File: config.mk
export PLATFORM = sky130hd
export DESIGN_NAME = instruction_fetch
export DESIGN_NICKNAME = d
export VERILOG_FILES = /design/src/rtl/instruction_fetch_pkg.sv /design/src/rtl/instruction_fetch_program_counter.sv /design/src/rtl/instruction_fetch.sv
export SDC_FILE = /design/constraint.sdc
export NUM_CORES = 1
export LEC_CHECK = 0
export BUFFER_PORTS_ARGS = -buffer_cell sky130_fd_sc_hd__buf_4
export CAP_MARGIN = 40
export CORE_MARGIN = 8
export CORE_UTILIZATION = 43
export DETAILED_ROUTE_END_ITERATION = 10
export PLACE_DENSITY = 0.71
export SLEW_MARGIN = 30
export SYNTH_ARGS = -nofsm -noshare
export SYNTH_HDL_FRONTEND = slang
export SYNTH_SLANG_ARGS = --single-unit
File: constraint.sdc
create_clock -name clk -period 1.7 [get_ports clk]
set_input_delay 0.34 -clock clk [delete_from_list [all_inputs] [get_ports clk]]
set_output_delay 0.34 -clock clk [all_outputs]
set_load 0.01 [all_outputs]
File: src/rtl/instruction_fetch_pkg.sv
// instruction_fetch_pkg: shared widths, fetch states and reset vector
package instruction_fetch_pkg;
    localparam int DEF_ADDR_W = 15;
    localparam int DEF_DATA_W = 16;
    localparam int RESET_VECTOR = 0;
    typedef enum logic [1:0] {BOOT, RUN, HALTED} state_t;
endpackage

File: src/rtl/instruction_fetch_program_counter.sv
// program_counter: fetch address register with load, increment, hold and natural wrap
module program_counter
    import instruction_fetch_pkg::*;
#(
    parameter int ADDR_W = DEF_ADDR_W
) (
    input  logic              clk,
    input  logic              reset,
    input  logic              load,
    input  logic [ADDR_W-1:0] load_addr,
    input  logic              inc,
    output logic [ADDR_W-1:0] pc
);
    always_ff @(posedge clk)
        pc <= reset ? ADDR_W'(RESET_VECTOR) : load ? load_addr : inc ? pc + ADDR_W'(1) : pc;
endmodule

File: src/rtl/instruction_fetch.sv
// instruction_fetch: fetch FSM and instruction register feeding decode from a combinational ROM
module instruction_fetch
    import instruction_fetch_pkg::*;
#(
    parameter int ADDR_W = DEF_ADDR_W,
    parameter int DATA_W = DEF_DATA_W
) (
    input  logic              clk,
    input  logic              reset,
    output logic [ADDR_W-1:0] rom_addr,
    input  logic [DATA_W-1:0] rom_data,
    input  logic              jump_en,
    input  logic [ADDR_W-1:0] jump_addr,
    input  logic              halt,
    output logic [DATA_W-1:0] instr,
    output logic [ADDR_W-1:0] instr_pc,
    output logic              instr_valid,
    input  logic              instr_ready
);
    state_t state, state_n;
    logic jump, capture;
    logic [ADDR_W-1:0] pc;

    program_counter #(.ADDR_W(ADDR_W)) u_pc (
        .clk(clk),
        .reset(reset),
        .load(jump),
        .load_addr(jump_addr),
        .inc(capture),
        .pc(pc)
    );

    assign rom_addr = pc;

    always_ff @(posedge clk)
        state <= reset ? BOOT : state_n;

    // halt alone decides the destination of every state, including a jump+halt
    always_comb begin
        state_n = halt ? HALTED : RUN;
        jump = jump_en && state != BOOT;
        capture = state == RUN && !jump_en && !halt && (!instr_valid || instr_ready);
    end

    always_ff @(posedge clk) begin
        if (reset) begin
            instr       <= '0;
            instr_pc    <= '0;
            instr_valid <= 1'b0;
        end else if (jump) begin
            instr_valid <= 1'b0;
        end else if (capture) begin
            instr       <= rom_data;
            instr_pc    <= pc;
            instr_valid <= 1'b1;
        end else if (instr_ready) begin
            instr_valid <= 1'b0;
        end
    end
endmodule

# Word level (Yosys, flattened, before mapping)
# Cells that the tools add are included.
[word_totals]
ff_bits = 49
latchBits = 0
ram_bits = 0
mem_bits_ro = 0
input_bits = 36
out_inout_bits = 47
wordCells = 26
n_memories = 0
[op_classes]
n_addsub = 1
mul = 0
div_mod_pow = 0
magnitude_cmp = 0
eq_ne = 1
n_shift = 0
muxes = 5
bitwise_logic = 1
reduce_logical = 13
[op_table]
columns = ["operator", "count"]
rows = [
  ["$mux W15", 2],
  ["$add A15 B1 Y15 const B", 1],
  ["$reduce_bool A2 Y1", 3],
  ["$logic_and A1 B1 Y1", 4],
  ["$logic_not A1 Y1", 3],
  ["$eq A2 B1 Y1 const B", 1],
  ["$mux W1", 2],
  ["$mux W2", 1],
  ["$reduce_and A2 Y1", 1],
  ["$reduce_or A2 Y1", 1],
  ["$logic_or A1 B1 Y1", 1],
  ["$not A1 Y1", 1],
]

# Depth between registers and ports, before layout
[depth]
depth_word = 6
ltp_mapped = 7

# Hierarchy
# Synthesis repeated with hierarchy kept, for this count alone.
[hier_totals]
hier_cells = 253
area_unflattened_um2 = 2417.3
[by_module_without_submodules]
columns = ["mod", "n_inst", "cells_per_inst", "area_each_um2", "seq_area_each_um2"]
rows = [
  ["instruction_fetch", 1, 148, 1520.2, 680.7],
  ["program_counter", 1, 105, 897.1, 300.3],
]

# Least setup slack after synthesis
# OpenSTA, ideal clock, no wires.
[synth_timing]
path_kind = "input to register"
start = "in jump_en"
end = "reg u_pc.pc[12]"
t_arrival_ns = 1.774
path_slack_ns = -0.148
cell_stages = 5
cell_sequence = "or4b_1 buf_2 nand2b_4 or4_1 a31oi_1"
[synth_via]
elab_chain_len = 5
elab_cells_between_ends = 7
[synth_rtl]
columns = ["element", "line", "rtl"]
rows = [
  ["from (decl)", "instruction_fetch.sv:12", "input logic jump_en,"],
  ["$logic_not A1 Y1", "instruction_fetch.sv:42", "capture = state == RUN && !jump_en && !halt && (!instr_valid || instr_ready);"],
  ["$logic_and A1 B1 Y1 (3 in series)", "instruction_fetch.sv:42", ""],
  ["$reduce_bool A2 Y1 (no source line)", "--", ""],
  ["to (signal assigned)", "instruction_fetch_program_counter.sv:15", "pc <= reset ? ADDR_W'(RESET_VECTOR) : load ? load_addr : inc ? pc + ADDR_W'(1) : pc;"],
  ["to (decl)", "instruction_fetch_program_counter.sv:12", "output logic [ADDR_W-1:0] pc"],
]
# Several ways; a longest one is shown, not always the timed one.
# A chain may end at the register's enable or synchronous reset.

# Worst setup path in the final report
[layout_timing]
start = "reg state[1]"
end = "reg u_pc.pc[13]"
[layout_via]
elab_chain_len = 5
elab_cells_between_ends = 8
[layout_rtl]
columns = ["element", "line", "rtl"]
rows = [
  ["from (decl)", "instruction_fetch.sv:20", "state_t state, state_n;"],
  ["from (signal assigned)", "instruction_fetch.sv:36", "state <= reset ? BOOT : state_n;"],
  ["$eq A2 B1 Y1", "instruction_fetch.sv:42", ""],
  ["$logic_and A1 B1 Y1 (3 in series)", "instruction_fetch.sv:42", ""],
  ["$reduce_bool A2 Y1 (no source line)", "--", ""],
]
# Several ways; a longest one is shown, not always the timed one.

==> impl_metrics.ini <==
[route]
ant_nets = 0
wl_met1_mm = 2.70
routed.top_layer = met4
drt_iter0_drc = 239
first_pass_iters = 4
wl_met3_um = 480
routed-wl-met2_mm = 3.12
drc = 0
num_vias = 2264
wl_per_cell_um = 15.3
viasPerCell = 5.42
wirelength_mm = 6.39

[floorplan]
rows = 25
die_w_um = 85.3
core_area_mm2 = 0.00469
io_pins = 83
initial_core_util_pct = 44.0
die_area_mm2 = 0.00727
die_h_um = 85.3

[run_status]
status = finished, violations left
failed_checks = negative setup slack

[sta]
finClkSkew_ps = 3.08
setup-violations-final = 8
slew_headroom_pct = 58.7
setup_tns_ps = -131
hold_viol_final = 0
rsz0062_at_grt = true
tightest_slew_ps = 619
period_share_pct = 102
max_freq_mhz = 576
slew_violations = 0
setup_slack_ps = -35.8
fin_crit_ps = 1740
whs_ps = 276

[placed_design]
dp_slack_ps = -187
dp_hpwl_mm = 4.35
place_inst = 403
gp_congestion = 0.815
io_buffers = 82

[clocking]
htree_levels = 2
cts_made_buffers = 5
cts_tree = done
clockBufferDepth = 2
cts_root_buf = clkbuf_8
path_clk_slew_ps = 90
clkSinkCount = 49
clk_latency_ps = 300
cts_hold_buf = 0

[critical_path]
startpoint_type = register
cp_max_fo = 8
rrSetupSlack_ps = -40
worst_ep_arrival_time_ps = 1970
cp-startpoint = state[1]
setup.worst_path.end_class = register
crit_type = reg2reg
reg2reg_depth = 7
required_ps = 1930
rr_startpoint = state[1]
r2r_end = u_pc.pc[13]
endpoint = u_pc.pc[13]

[pwr]
p_leak_nw = 1.28
netSwitchingFraction_pct = 22.9
p_clk_share_pct = 36.4
switchingPower_mw = 0.540
power.density_mw_per_mm2 = 749
ir_drop_mv = 0.443
p_comb_share_pct = 12.5
p_int_mw = 1.82
seqPwrFrac_pct = 51.1

[synthesis]
synth_area_per_cell_um2 = 8.00
syn_area_mm2 = 0.00206
ys_ff_latch = 49
synth_cell_type_count = 35
synth_top_cell_area_share_pct = 47.5
yosysWarnings = 0
ys.flop_type = dfxtp_1
ys_seq_area_share_pct = 47.5
synth_nets = 295
syn_inst = 258
synth_area_leaders = dfxtp_1 (48%), nand2_1 (13%), a21oi_1 (8.5%)
yosysTopAreaCell = dfxtp_1
synth-edff-count = 0
async_reset_ff_share_pct = 0

[grt]
overflow = 0
grt_max_degree = 50
grt_pass1_vias = 2204
antenna_found_initial = 0
gr-usage-all-layers_pct = 17.2
grt_pass1_wl_mm = 10.2

[finish]
antenna_cells = 0
final_cells = 418
final_nets = 400
area_delta_synth_final_pct = 52.4
nFillCells = 421
drive_gt1_share_pct = 37.1

[hold_path]
hold_class = in2reg

[flow_run]
maxCapViolCount = 0
cells in the final DEF (no fill, tap or decap), types with 4 or more instances in the layout:
cell | Yosys | routed
dfxtp_1 | 49 | 47
a31oi_1 | 10 | 10
nand4_1 | 4 | 4
a22oi_1 | 4 | 4
nand2_1 | 74 | 73
clkbuf_8 | 0 | 6
o211ai_1 | 5 | 5
a21oi_1 | 35 | 34
nor2_1 | 4 | 4
nand3_1 | 5 | 5
or4_1 | 6 | 6
buf_4 | 0 | 107
o21ai_0 | 5 | 4
synth_stat cells, types with 2 or more instances:
library cell	count
a211oi_1	2
a21oi_1	35
a22oi_1	4
a2bb2oi_1	4
a31oi_1	10
a32oi_1	3
and2_1	2
and3_1	2
and4_1	2
buf_2	6
clkbuf_1	12
dfxtp_1	49
inv_1	3
nand2_1	74
nand3_1	5
nand4_1	4
nor2_1	4
nor2b_1	2
nor3_1	3
o211ai_1	5
o21a_1	2
o21ai_0	5
or3_1	3
or4_1	6
per-stage QoR:
stage / util, % / instance area (um^2) / power, mW
2_1_floorplan: - / 2080 / 1.34
3_3_place_gp: 61.7 / 2900 / 1.50
3_5_place_dp: 61.7 / 2900 / 1.51
4_1_cts: 66.5 / 3120 / 2.37
5_1_grt: 67.0 / 3150 / 2.44
6_report: 67.0 / 3150 / 2.36
power groups by stage:
stage                     registers, mW  clock network [mW]  logic (mW)
final                              1.21               0.857       0.294
after global routing               1.21               0.911       0.318
after CTS                          1.20               0.877       0.292
after detailed placement           1.23                   0       0.277
after global placement             1.23                   0       0.275
after floorplan                    1.25                   0      0.0936
cell type report:
class / count / area [um^2] / share of cell area [%]
clock buffer: 7 / 86.3 / 2.74
clock inverter: 1 / 30.0 / 0.955
inverter: 3 / 11.3 / 0.358
multi-input combinational: 189 / 1040 / 33.1
sequential: 49 / 983 / 31.3
tap: 54 / 67.6 / 2.15
timing repair buffer: 115 / 925 / 29.4
logic make-up after synthesis:
logic type,after synthesis,synth area share (%)
adder cells (fa/ha/maj),1,0.606
AO/OA/AOI/OAI,74,21.9
multiplexers,1,0.485
buffers and inverters,21,4.18
AND/OR/NAND/NOR,112,25.3
flip-flops,49,47.5
critical path, stage by stage (launching register included):
cell	delay, ps
dfxtp_1	330
or4b_4	510
buf_6	150
nor2_4	190
buf_12	140
buf_16	110
o211ai_1	80
a31oi_1	170
metal layers:
layer | vias to the layer above | track usage (%)
met1 | 1052 | 18.8
met4 | 0 | 7.64
met2 | 76 | 29.8
met5 | - | 0
met3 | 7 | 5.12
li1 | 1129 | -
how the worst min path moves through the flow:
stage,from,to,slack (ps),cells after the start
floorplan,halt,state[0],410,1
global placement,instr[9],instr[9],440,2
detailed placement,instr_pc[6],instr_pc[6],450,2
CTS,rom_data[7],instr[7],270,3
global route,rom_data[7],instr[7],280,3
finish,rom_data[6],instr[6],280,3
sequential cells by signal (all words and copies together), names as in the netlist:
name and flops:
instr_pc 15, u_pc.pc 15, instr 16, state 2, instr_valid 1
repair_timing:
action,CTS,global route
pin swaps,4,4
setup endpoints to repair,27,44
gates resized for setup,8,8
setup buffers,4,0
cloned,3,0
No activity file was read; power rests on OpenSTA's default activity.
